$ cat config.mk
export PLATFORM = sky130hd
export DESIGN_NAME = lap_timer
export DESIGN_NICKNAME = d
export VERILOG_FILES = /design/src/rtl/lap_timer.sv
export SDC_FILE = /design/constraint.sdc
export NUM_CORES = 1
export LEC_CHECK = 0
export CAP_MARGIN = 30
export CORE_ASPECT_RATIO = 0.5
export CORE_MARGIN = 8
export CORE_UTILIZATION = 45
export DETAILED_ROUTE_END_ITERATION = 8
export GPL_TIMING_DRIVEN = 1
export PLACE_DENSITY = 0.77
export SLEW_MARGIN = 20
export SYNTH_ARGS = -nofsm -noshare
export SYNTH_HDL_FRONTEND = slang
export SYNTH_SLANG_ARGS = --single-unit
$ cat constraint.sdc
create_clock -name pclk -period 3.9 [get_ports pclk]
set_input_delay 0.585 -clock pclk [delete_from_list [all_inputs] [get_ports pclk]]
set_output_delay 0.585 -clock pclk [all_outputs]
set_load 0.1 [all_outputs]
$ cat src/rtl/lap_timer.sv
// Race lap timer: centisecond lap clock with last/best lap capture and lap counting
// for the HUD character ROMs. All outputs are registered.
module lap_timer #(
  parameter int CLK_FREQ_HZ   = 65000000,
  parameter int TICK_HZ       = 100,
  parameter int MAX_TIME      = 59999,
  parameter int NUM_LAPS      = 3,
  parameter int MIN_LAP_TICKS = 200
) (
  input  logic        pclk,
  input  logic        rst_n,
  input  logic        race_start,
  input  logic        finish_cross,
  input  logic        pause,
  output logic [15:0] current_lap_time,
  output logic [15:0] last_lap_time,
  output logic [15:0] best_lap_time,
  output logic [3:0]  lap_count,
  output logic        lap_done,
  output logic        race_done
);

  localparam int DIV   = CLK_FREQ_HZ / TICK_HZ;
  localparam int PRE_W = (DIV > 2) ? $clog2(DIV) : 1;

  localparam logic [PRE_W-1:0] PRE_LAST = PRE_W'(DIV - 1);
  localparam logic [15:0]      MAX_T    = 16'(MAX_TIME);
  localparam logic [15:0]      MIN_T    = 16'(MIN_LAP_TICKS);
  localparam logic [15:0]      NO_BEST  = 16'hFFFF;
  localparam logic [3:0]       LAPS     = 4'(NUM_LAPS);

  typedef enum logic [1:0] {IDLE, RUNNING, PAUSED, DONE} state_t;

  state_t           state, state_next;
  logic [PRE_W-1:0] presc, presc_next;
  logic [15:0]      cur_next, last_next, best_next;
  logic [3:0]       cnt_next;
  logic             lap_done_next, race_done_next;
  logic             active, tick, accept, final_lap, start;

  function automatic logic [15:0] sat_inc(input logic [15:0] t);
    return (t >= MAX_T) ? MAX_T : t + 16'd1;
  endfunction

  // Unsigned minimum; a tie keeps the existing best.
  function automatic logic [15:0] best_min(input logic [15:0] best, input logic [15:0] lap);
    return (lap < best) ? lap : best;
  endfunction

  // Timing runs whenever pause is low in RUNNING or PAUSED, so the release cycle
  // already counts and the tick suppressed on the pausing cycle is symmetric.
  assign active    = ((state == RUNNING) || (state == PAUSED)) && !pause;
  assign tick      = active && (presc == PRE_LAST);
  assign accept    = (state == RUNNING) && finish_cross && (current_lap_time >= MIN_T);
  assign final_lap = ((lap_count + 4'd1) == LAPS);
  assign start     = race_start && ((state == IDLE) || (state == DONE));

  always_ff @(posedge pclk or negedge rst_n) begin
    if (!rst_n) state <= IDLE;
    else        state <= state_next;
  end

  always_comb begin
    state_next = state;
    case (state)
      IDLE:    if (race_start) state_next = RUNNING;
      RUNNING: begin
        if (accept && final_lap) state_next = DONE;
        else if (pause)          state_next = PAUSED;
      end
      PAUSED:  if (!pause) state_next = RUNNING;
      DONE:    if (race_start) state_next = RUNNING;
      default: state_next = IDLE;
    endcase
  end

  always_comb begin
    presc_next     = presc;
    cur_next       = current_lap_time;
    last_next      = last_lap_time;
    best_next      = best_lap_time;
    cnt_next       = lap_count;
    lap_done_next  = 1'b0;
    race_done_next = (state_next == DONE);
    if (start) begin
      presc_next = '0;
      cur_next   = 16'd0;
      last_next  = 16'd0;
      best_next  = NO_BEST;
      cnt_next   = 4'd0;
    end else if (accept) begin
      last_next     = current_lap_time;
      best_next     = best_min(best_lap_time, current_lap_time);
      cnt_next      = lap_count + 4'd1;
      lap_done_next = 1'b1;
      if (!final_lap) begin
        cur_next   = 16'd0;
        presc_next = '0;
      end
    end else if (active) begin
      presc_next = tick ? '0 : presc + 1'b1;
      if (tick) cur_next = sat_inc(current_lap_time);
    end
  end

  always_ff @(posedge pclk or negedge rst_n) begin
    if (!rst_n) begin
      presc            <= '0;
      current_lap_time <= 16'd0;
      last_lap_time    <= 16'd0;
      best_lap_time    <= NO_BEST;
      lap_count        <= 4'd0;
      lap_done         <= 1'b0;
      race_done        <= 1'b0;
    end else begin
      presc            <= presc_next;
      current_lap_time <= cur_next;
      last_lap_time    <= last_next;
      best_lap_time    <= best_next;
      lap_count        <= cnt_next;
      lap_done         <= lap_done_next;
      race_done        <= race_done_next;
    end
  end

endmodule
After elaboration in Yosys (flattened, before gate mapping)
Index checks and enable logic that the tools add are counted.
{ "totals": {"reg_bits": 76, "inputBits": 5, "mem_bits_ro": 0, "ram_bits": 0, "latchBits": 0, "elab_cells": 64, "output_inout_bits": 54, "mem_count": 0} }
{ "classes": {"reduce_logical": 18, "div": 0, "n_bitwise": 0, "multipliers": 0, "eq_ne": 7, "mux": 25, "addsub": 3, "n_shift": 0, "magnitude_cmp": 3} }
{ "op_table": {"columns": ["operator", "count"], "rows": [
  ["two-way mux 16 bit", 11],
  ["two-way mux 20 bit", 5],
  ["adder 20 x 1 -> 20 bit (second input constant)", 1],
  ["== test 20 bit (second input constant)", 1],
  ["adder 16 x 1 -> 16 bit (second input constant)", 1],
  ["greater-or-equal comparator 16 bit (second input constant)", 1],
  ["greater-or-equal comparator 16 x 8 -> 1 bit (second input constant)", 1],
  ["less-than comparator 16 bit", 1],
  ["two-way mux 2 bit", 4],
  ["two-way mux 4 bit", 2],
  ["== test 2 bit (second input constant)", 3],
  ["logical AND 1 bit", 6],
  ["case mux 2 bit (3 select lines)", 1],
  ["nonzero test 3 bit", 2],
  ["adder 4 x 1 -> 4 bit (second input constant)", 1],
  ["== test 4 x 2 -> 1 bit (second input constant)", 1],
  ["AND reduction 2 bit", 2],
  ["nonzero test 2 bit", 2],
  ["!= test 3 x 2 -> 1 bit (second input constant)", 1],
  ["AND reduction 3 bit", 1],
  ["== test 2 x 1 -> 1 bit (second input constant)", 1],
  ["zero test 2 bit", 1],
  ["logical OR 1 bit", 2],
  ["two-way mux 1 bit", 2],
  ["2 further kinds", 2]
]} }

Depth between registers and ports, before layout
Gate-level depths: netlist (run 1).
{ "depth": {"depth_word": 8, "depth_mapped": 10} }

Worst setup path after synthesis (run 1)
OpenSTA, ideal clock, no wires.
{ "synth_path": {"kind": "reg2reg", "startpoint": "reg current_lap_time[6]", "endpoint": "reg best_lap_time[6]", "period_less_slack_ps": 2944, "path_stages_with_launch": 10, "arrival_time_ps": 2860, "setup_slack_ps": 956, "n_path_buf": 2, "path_cell_list": "dfrtp_1 > ha_1 > a21o_1 > a221oi_1 > nor3_1 > a2111oi_4 > and2_1 > buf_2 > buf_6 > o21ai_1"} }
{ "synth_via": {"elab_chain_len": 4, "word_cells_on_any_way": 9} }
{ "synth_lines": {"columns": ["element", "line_no", "text"], "rows": [
  ["start: declaration", "15", "output logic [15:0] current_lap_time,"],
  ["start signal: assignment", "117", "current_lap_time <= cur_next;"],
  ["greater-or-equal comparator 16 x 8 -> 1 bit", "54", "assign accept = (state == RUNNING) && finish_cross && (current_lap_time >= MIN_T);"],
  ["logical AND 1 bit", "54", null],
  ["nonzero test 2 bit (no line)", null, null],
  ["AND reduction 2 bit (no line)", null, null],
  ["end signal: assignment", "119", "best_lap_time <= best_next;"],
  ["end: declaration", "17", "output logic [15:0] best_lap_time,"]
]} }
Several ways; a longest one is shown, not always the timed one. The select of a mux whose other input is x is not followed.
A chain may end at the register's enable or synchronous reset.

Worst setup path after layout (run 1)
{ "layout_path": {"startpoint": "reg current_lap_time[5]", "endpoint": "reg current_lap_time[10]"} }
{ "layout_via": {"elab_chain_len": 6, "word_cells_on_any_way": 13} }
{ "layout_lines": {"columns": ["element", "line_no", "text"], "rows": [
  ["adder 16 x 1 -> 16 bit / greater-or-equal comparator 16 bit (equally long branches)", "42", "return (t >= MAX_T) ? MAX_T : t + 16'd1;"],
  ["two-way mux 16 bit", "42", null],
  ["two-way mux 16 bit", "102", "if (tick) cur_next = sat_inc(current_lap_time);"],
  ["two-way mux 16 bit", "100", "end else if (active) begin"],
  ["two-way mux 16 bit", "91", "end else if (accept) begin"],
  ["two-way mux 16 bit", "85", "if (start) begin"]
]} }
Several ways; a longest one is shown, not always the timed one. The select of a mux whose other input is x is not followed.

==> impl_metrics.ini, run 1 <==
[floorplanning]
die_h_um = 85.7
pin_count = 59
num_rows = 25
floorplan.initialDensity_pct = 46.2
die_w_um = 155
die_area_um2 = 13300
core_area_um2 = 9450

[cts]
cts.sinks = 76
root_buffer = clkbuf_16
hold_buffers = 0
cts_inserted_buffers = 9
post-cts-setup-buffers = 0
clkLatencyLatePin_ns = 0.35
cts_max_level = 3
cts_resized = 0
path_clk_slew_ns = 0.05
clk_path_buf_depth = 2
cts_tree = done

[critical_path]
path_class = register to register
crit_family = simple AND/OR/NAND/NOR gates
crit_path_cell_trace = o311ai_4 > a31oi_4 > nor2_1 > buf_4 > nand3_1 > nor3_1 > a211o_1
critPathArrivalTime_ns = 3.14
end_kind = register
crit_required_ns = 4.18
cp_slowest_cell = nor2_1
critPathLaunchType = register
path_buf_inv = 1
slowest_delay_ns = 0.74
path_max_fanout = 14

[finish]
layoutNonFillerInstCount = 653
antennaDiodeCount = 0
area_growth_pct = 22.3
layout-drive-gt1-share_pct = 10.8
nets = 541

[detailed_routing]
dr_wl_met2_mm = 5.34
drc = 0
wl_met3_um = 682
dr.pass1.iters = 5
vias_per_cell = 5.92
wl_met1_mm = 5.17
top_layer = met4
wl_per_cell_um = 17.5
drt_wl_total_mm = 11.4
ant_nets = 0
vias = 3865
first_iter_violations = 444

[pwr]
pwr-share-clk_pct = 32.7
seqPwrFrac_pct = 34.7
leakage_uw = 0.00236
ir_worst_vdd_v = 0.000307
power.internal_uw = 1620
powerDensity_nw_per_um2 = 482
power.switching_uw = 960
combPwrFrac_pct = 32.6
swShare_pct = 37.3

[synthesis]
syn_nets = 497
synth_most_common_cell = dfrtp_1
postSynthAreaPerCell_um2 = 9.31
yosys-top-cells-area = dfrtp_1, dfstp_2, ha_1, o21ai_0, a22o_1
synthCells = 469
ys_seq_elements = 76
syn_area_um2 = 4370
synth_flop_cell = dfrtp_1
yosysWarnings = 0
synth_edf_count = 0
yosysUniqueCellTypes = 61
yosysSeqAreaShare_pct = 44.0
yosys.area.top_type = dfrtp_1
synthArstFlopShare_pct = 100
yosys-top-cells-count = dfrtp_1, o21ai_0, nand2_1, inv_1, nor2_1
synth_top_area_share_pct = 34.4

[global_route]
grt_max_degree = 77
grt_pass1_wl_mm = 19.3
antenna_found_initial = 0
overflow = 0
grt_usage_pct = 18.0
grt_pass1_vias = 3712

[sta]
fin_skew_ns = 0.0122
rsz0062_at_grt = no
layout_min_cycle_time_ns = 2.86
slew_violations = 0
relSlewSlack_pct = 34.1
worst_pin_slew_ns = 0.986
tns_ns = 0
setup_viol = 0
finalHoldViolCount = 0
finalCritPeriodShare_pct = 73.3
fmax_ghz = 0.350

[placement]
gp_congestion = 0.854
dp.cells = 636
io_buffers = 58
place_hpwl_mm = 7.77

[run]
maxCapViolCount = 0

[status]
status = finished clean

[worst_hold_path]
hold_class = primary input to asynchronous set/reset pin
[kinds of logic (layout without fill, tap and decap cells)]
kind of cell | count (synthesis) | in the layout | share of synthesized area, %
buf+inv | 63 | 112 | 6.04
mux | 1 | 1 | 0.229
xor+xnor | 3 | 3 | 0.602
fa+ha+maj | 23 | 23 | 6.59
compound gates | 159 | 159 | 25.2
simple gates | 144 | 144 | 17.4
flops | 76 | 76 | 44.0
[layer usage]
layer / global-route usage [%] / up-vias
met1: 23.2 / 1873
li1: - / 1821
met3: 5.47 / 21
met5: 0 / -
met4: 7.26 / 0
met2: 27.6 / 150
[placed cells by master (no fill, tap or decap), drive strengths merged, types with 3 or more instances in the layout]
cell type,count
a211o,7
a211oi,6
a21o,5
a21oi,20
a22o,17
a31oi,23
and2,4
and3,8
buf,11
clkbuf,14
clkdlybuf4s50,57
dfrtp,60
dfstp,16
ha,23
inv,28
nand2,36
nand2b,6
nand3,11
nand4,11
nor2,25
nor3,20
nor4,7
o2111ai,3
o21ai,53
o31ai,6
or2,6
or3,3
[path summary, 6_finish.rpt]
| kind | start | cells after the start | slack, ns | endpoint |
|---|---|---|---|---|
| worst max-delay path | current_lap_time[5]$_DFFE_PN0P_ | 7 | 1.04 | current_lap_time[10]$_DFFE_PN0P_ |
| worst min-delay path | rst_n | 1 | 0.21 | presc[0]$_DFFE_PN0P_ |
| worst max register to register | current_lap_time[5]$_DFFE_PN0P_ | 7 | 1.04 | current_lap_time[10]$_DFFE_PN0P_ |
| worst min register to register | presc[19]$_DFFE_PN0P_ | 1 | 0.48 | presc[19]$_DFFE_PN0P_ |
| max in group asynchronous | rst_n | 2 | 3.10 | race_done$_DFF_PN0_ |
| min in group pclk | presc[19]$_DFFE_PN0P_ | 1 | 0.48 | presc[19]$_DFFE_PN0P_ |
[power by group through the flow]
stage               combinational, µW  sequential [µW]  clock, µW
floorplan                         509             1000          0
global placement                  818              903          0
CTS                               834              891        860
global route                      931              899        896
detailed placement                828              905          0
finish                            840              893        843
[through the flow]
step                util, %  instance area (µm²)  setup WS, ns  hold WS (ns)  power (µW)
finish                 56.6                 5340          1.04         0.213        2580
global route           56.6                 5340         0.802         0.255        2730
CTS                    56.3                 5320          1.06         0.434        2590
detailed placement     53.2                 5020         0.854         0.474        1730
global placement       53.1                 5020         0.854         0.471        1720
floorplan                 -                 4370         0.956         0.289        1510
[registers in the layout, indices dropped and copies added (netlist names)]
signal            count
best_lap_time        16
state                 2
current_lap_time     16
lap_done              1
lap_count             4
race_done             1
presc                20
last_lap_time        16
[area by class of cell]
| type | instances | area (µm²) |
|---|---|---|
| fill | 816 | 4100 |
| multi-input combinational | 330 | 2180 |
| sequential | 76 | 1920 |
| timing repair buffer | 68 | 666 |
| clock buffer | 14 | 264 |
| tap | 135 | 169 |
| inverter | 28 | 105 |
| clock inverter | 2 | 35.0 |
(Power assumes the default switching activity.)
==> run 2, diff against run 1 <==
Settings changed: PLACE_DENSITY 0.77 to 0.8.
Clock period 3.9 ns to 2.6 ns, I/O delays scaled along.
==> run 2 against run 1 <==
Sequential power rose by 49%; non-clock buffer count rose by 21; via count rose by 1.0%; critical endpoint is now best_lap_time[0]$_DFFE_PN1P_; largest power group is now combinational cells; largest cell class unchanged; combinational power rose by 61%; register-to-register slack got worse by 0.91 ns; core utilization rose by 1.1 points; cell area rose by 1.9%; count of clock-buffer cells in the layout fell by 4; total power rose by 55%; clock power rose by 55%; clock skew fell by 0.0059 ns; maximum frequency rose by 16%.
==> impl_metrics.ini, run 2 (synthesis gave the netlist of run 1 again) <==
[detailed_routing]
ant_nets = 0
wl_per_cell_um = 17.0
drt_wl_total_mm = 11.5
first_iter_violations = 278
vias_per_cell = 5.79
drc = 0
vias = 3904
dr.pass1.iters = 5

[sta]
tns_ns = 0
relSlewSlack_pct = 56.5
finalHoldViolCount = 0
rsz0062_at_grt = no
layout_min_cycle_time_ns = 2.47
slew_violations = 0
finalCritPeriodShare_pct = 95.1
setup_viol = 0
fin_skew_ns = 0.00627
worst_pin_slew_ns = 0.652
fmax_ghz = 0.404

[run]
maxCapViolCount = 0

[global_route]
overflow = 0
grt_usage_pct = 17.5
busiest_layer = met2
globalRouteMet1Util_pct = 22.6
use_met3_pct = 3.96
antenna_found_initial = 0
grt_pass1_wl_mm = 19.1
grt_max_degree = 52
grt_pass1_vias = 3768
use_met2_pct = 28.4

[floorplanning]
num_rows = 25
floorplan.initialDensity_pct = 46.2
pin_count = 59
die_w_um = 155
die_h_um = 85.7
die_area_um2 = 13300
core_area_um2 = 9450

[pwr]
fin_total_pwr_uw = 3990
power.internal_uw = 2480
leakage_uw = 0.00250
combPwrFrac_pct = 33.9
ir_worst_vdd_v = 0.000428
swShare_pct = 37.7
power.switching_uw = 1500
pwr-share-clk_pct = 32.8
powerDensity_nw_per_um2 = 732
seqPwrFrac_pct = 33.3

[cts]
cts_inserted_buffers = 9
clkLatencyLatePin_ns = 0.34
cts_tree = done
root_buffer = clkbuf_16
path_clk_slew_ns = 0.06
cts.sinks = 76
clk_path_buf_depth = 2
cts_max_level = 3

[critical_path]
critPathLaunchType = register
crit_required_ns = 2.86
r2r-start = best_lap_time[6]$_DFFE_PN1P_
critPathArrivalTime_ns = 2.74
path_class = register to register
end_kind = register
rr_worst_depth = 9
critPathLaunch = best_lap_time[6]$_DFFE_PN1P_
path_max_fanout = 6

[placement]
gp_congestion = 0.889
place_hpwl_mm = 8.30
io_buffers = 58

[finish]
regMostFlops = presc
area_growth_pct = 24.7
nets = 562
most-common-layout-cells = buf_4, o21ai_0, dfrtp_1
n_fill_cell = 849
final_common_cell = buf_4
largest_reg_flops = 20
antennaDiodeCount = 0
layout-drive-gt1-share_pct = 28.6

[worst_hold_path]
hold_class = primary input to asynchronous set/reset pin

[status]
status = finished clean
-- run 2: cell types whose count changed in the layout (fill, tap and decap cells not counted), sizes merged --
cell	change
buf	+75
clkbuf	-4
clkdlybuf4s50	-54
clkinvlp	+3
inv	+1
-- run 2: critical path, cell delays in order (launching register included) --
cell and delay [ns]:
dfstp_4 0.61, inv_1 0.05, ha_1 0.30, a21o_1 0.20, a221oi_2 0.27, nor3_2 0.08, a2111oi_4 0.32, buf_4 0.21
a21boi_0 0.08, a211o_1 0.28
-- run 2: through the flow --
step	cells	hold slack, ns	instance area (µm²)	worst slack [ns]	utilization [%]
final	674	0.0806	5450	0.128	57.6
after global routing	674	0.120	5450	0.00499	57.6
after CTS	671	0.106	5410	0.0515	57.3
after detailed placement	655	0.461	5090	0.0655	53.9
after global placement	655	0.454	5090	0.174	53.9
after floorplan	469	0.0944	4430	0.0118	-
-- run 2: final cells by class --
class,count,area [µm²],share of cell area (%)
multi-input combinational,330,2190,40.3
sequential,76,1980,36.4
timing repair buffer,89,676,12.4
clock buffer,10,250,4.60
tap,135,169,3.10
inverter,28,105,1.93
clock inverter,6,70.1,1.29
-- run 2: power groups by stage --
stage | Sequential [µW] | Combinational, µW | Clock (µW)
global placement | 1350 | 1300 | 0
floorplan | 1510 | 763 | 0
global route | 1340 | 1470 | 1370
detailed placement | 1350 | 1330 | 0
finish | 1330 | 1350 | 1310
CTS | 1330 | 1340 | 1330
-- run 2: what timing repair did --
item | in CTS | in global routing
setup buffers | 0 | 3
setup endpoints to repair | 0 | 16
gates resized for setup | 0 | 2
hold buffers | 0 | 0
-- run 2: worst paths after layout --
check	end	slack, ns
setup / recovery	best_lap_time[0]$_DFFE_PN1P_	0.13
hold / removal	presc[0]$_DFFE_PN0P_	0.08
setup reg to reg	best_lap_time[0]$_DFFE_PN1P_	0.13
hold reg to reg	presc[19]$_DFFE_PN0P_	0.47
max in group asynchronous	best_lap_time[13]$_DFFE_PN1P_	1.80
min in group pclk	presc[19]$_DFFE_PN0P_	0.47
-- run 2: routing by layer --
metal	vias up	share of wire, %	wire length, µm
met5	-	0	0
met4	0	1.7	190
met3	14	4.7	545
met2	86	47	5410
met1	1944	46	5330
li1	1860	-	-
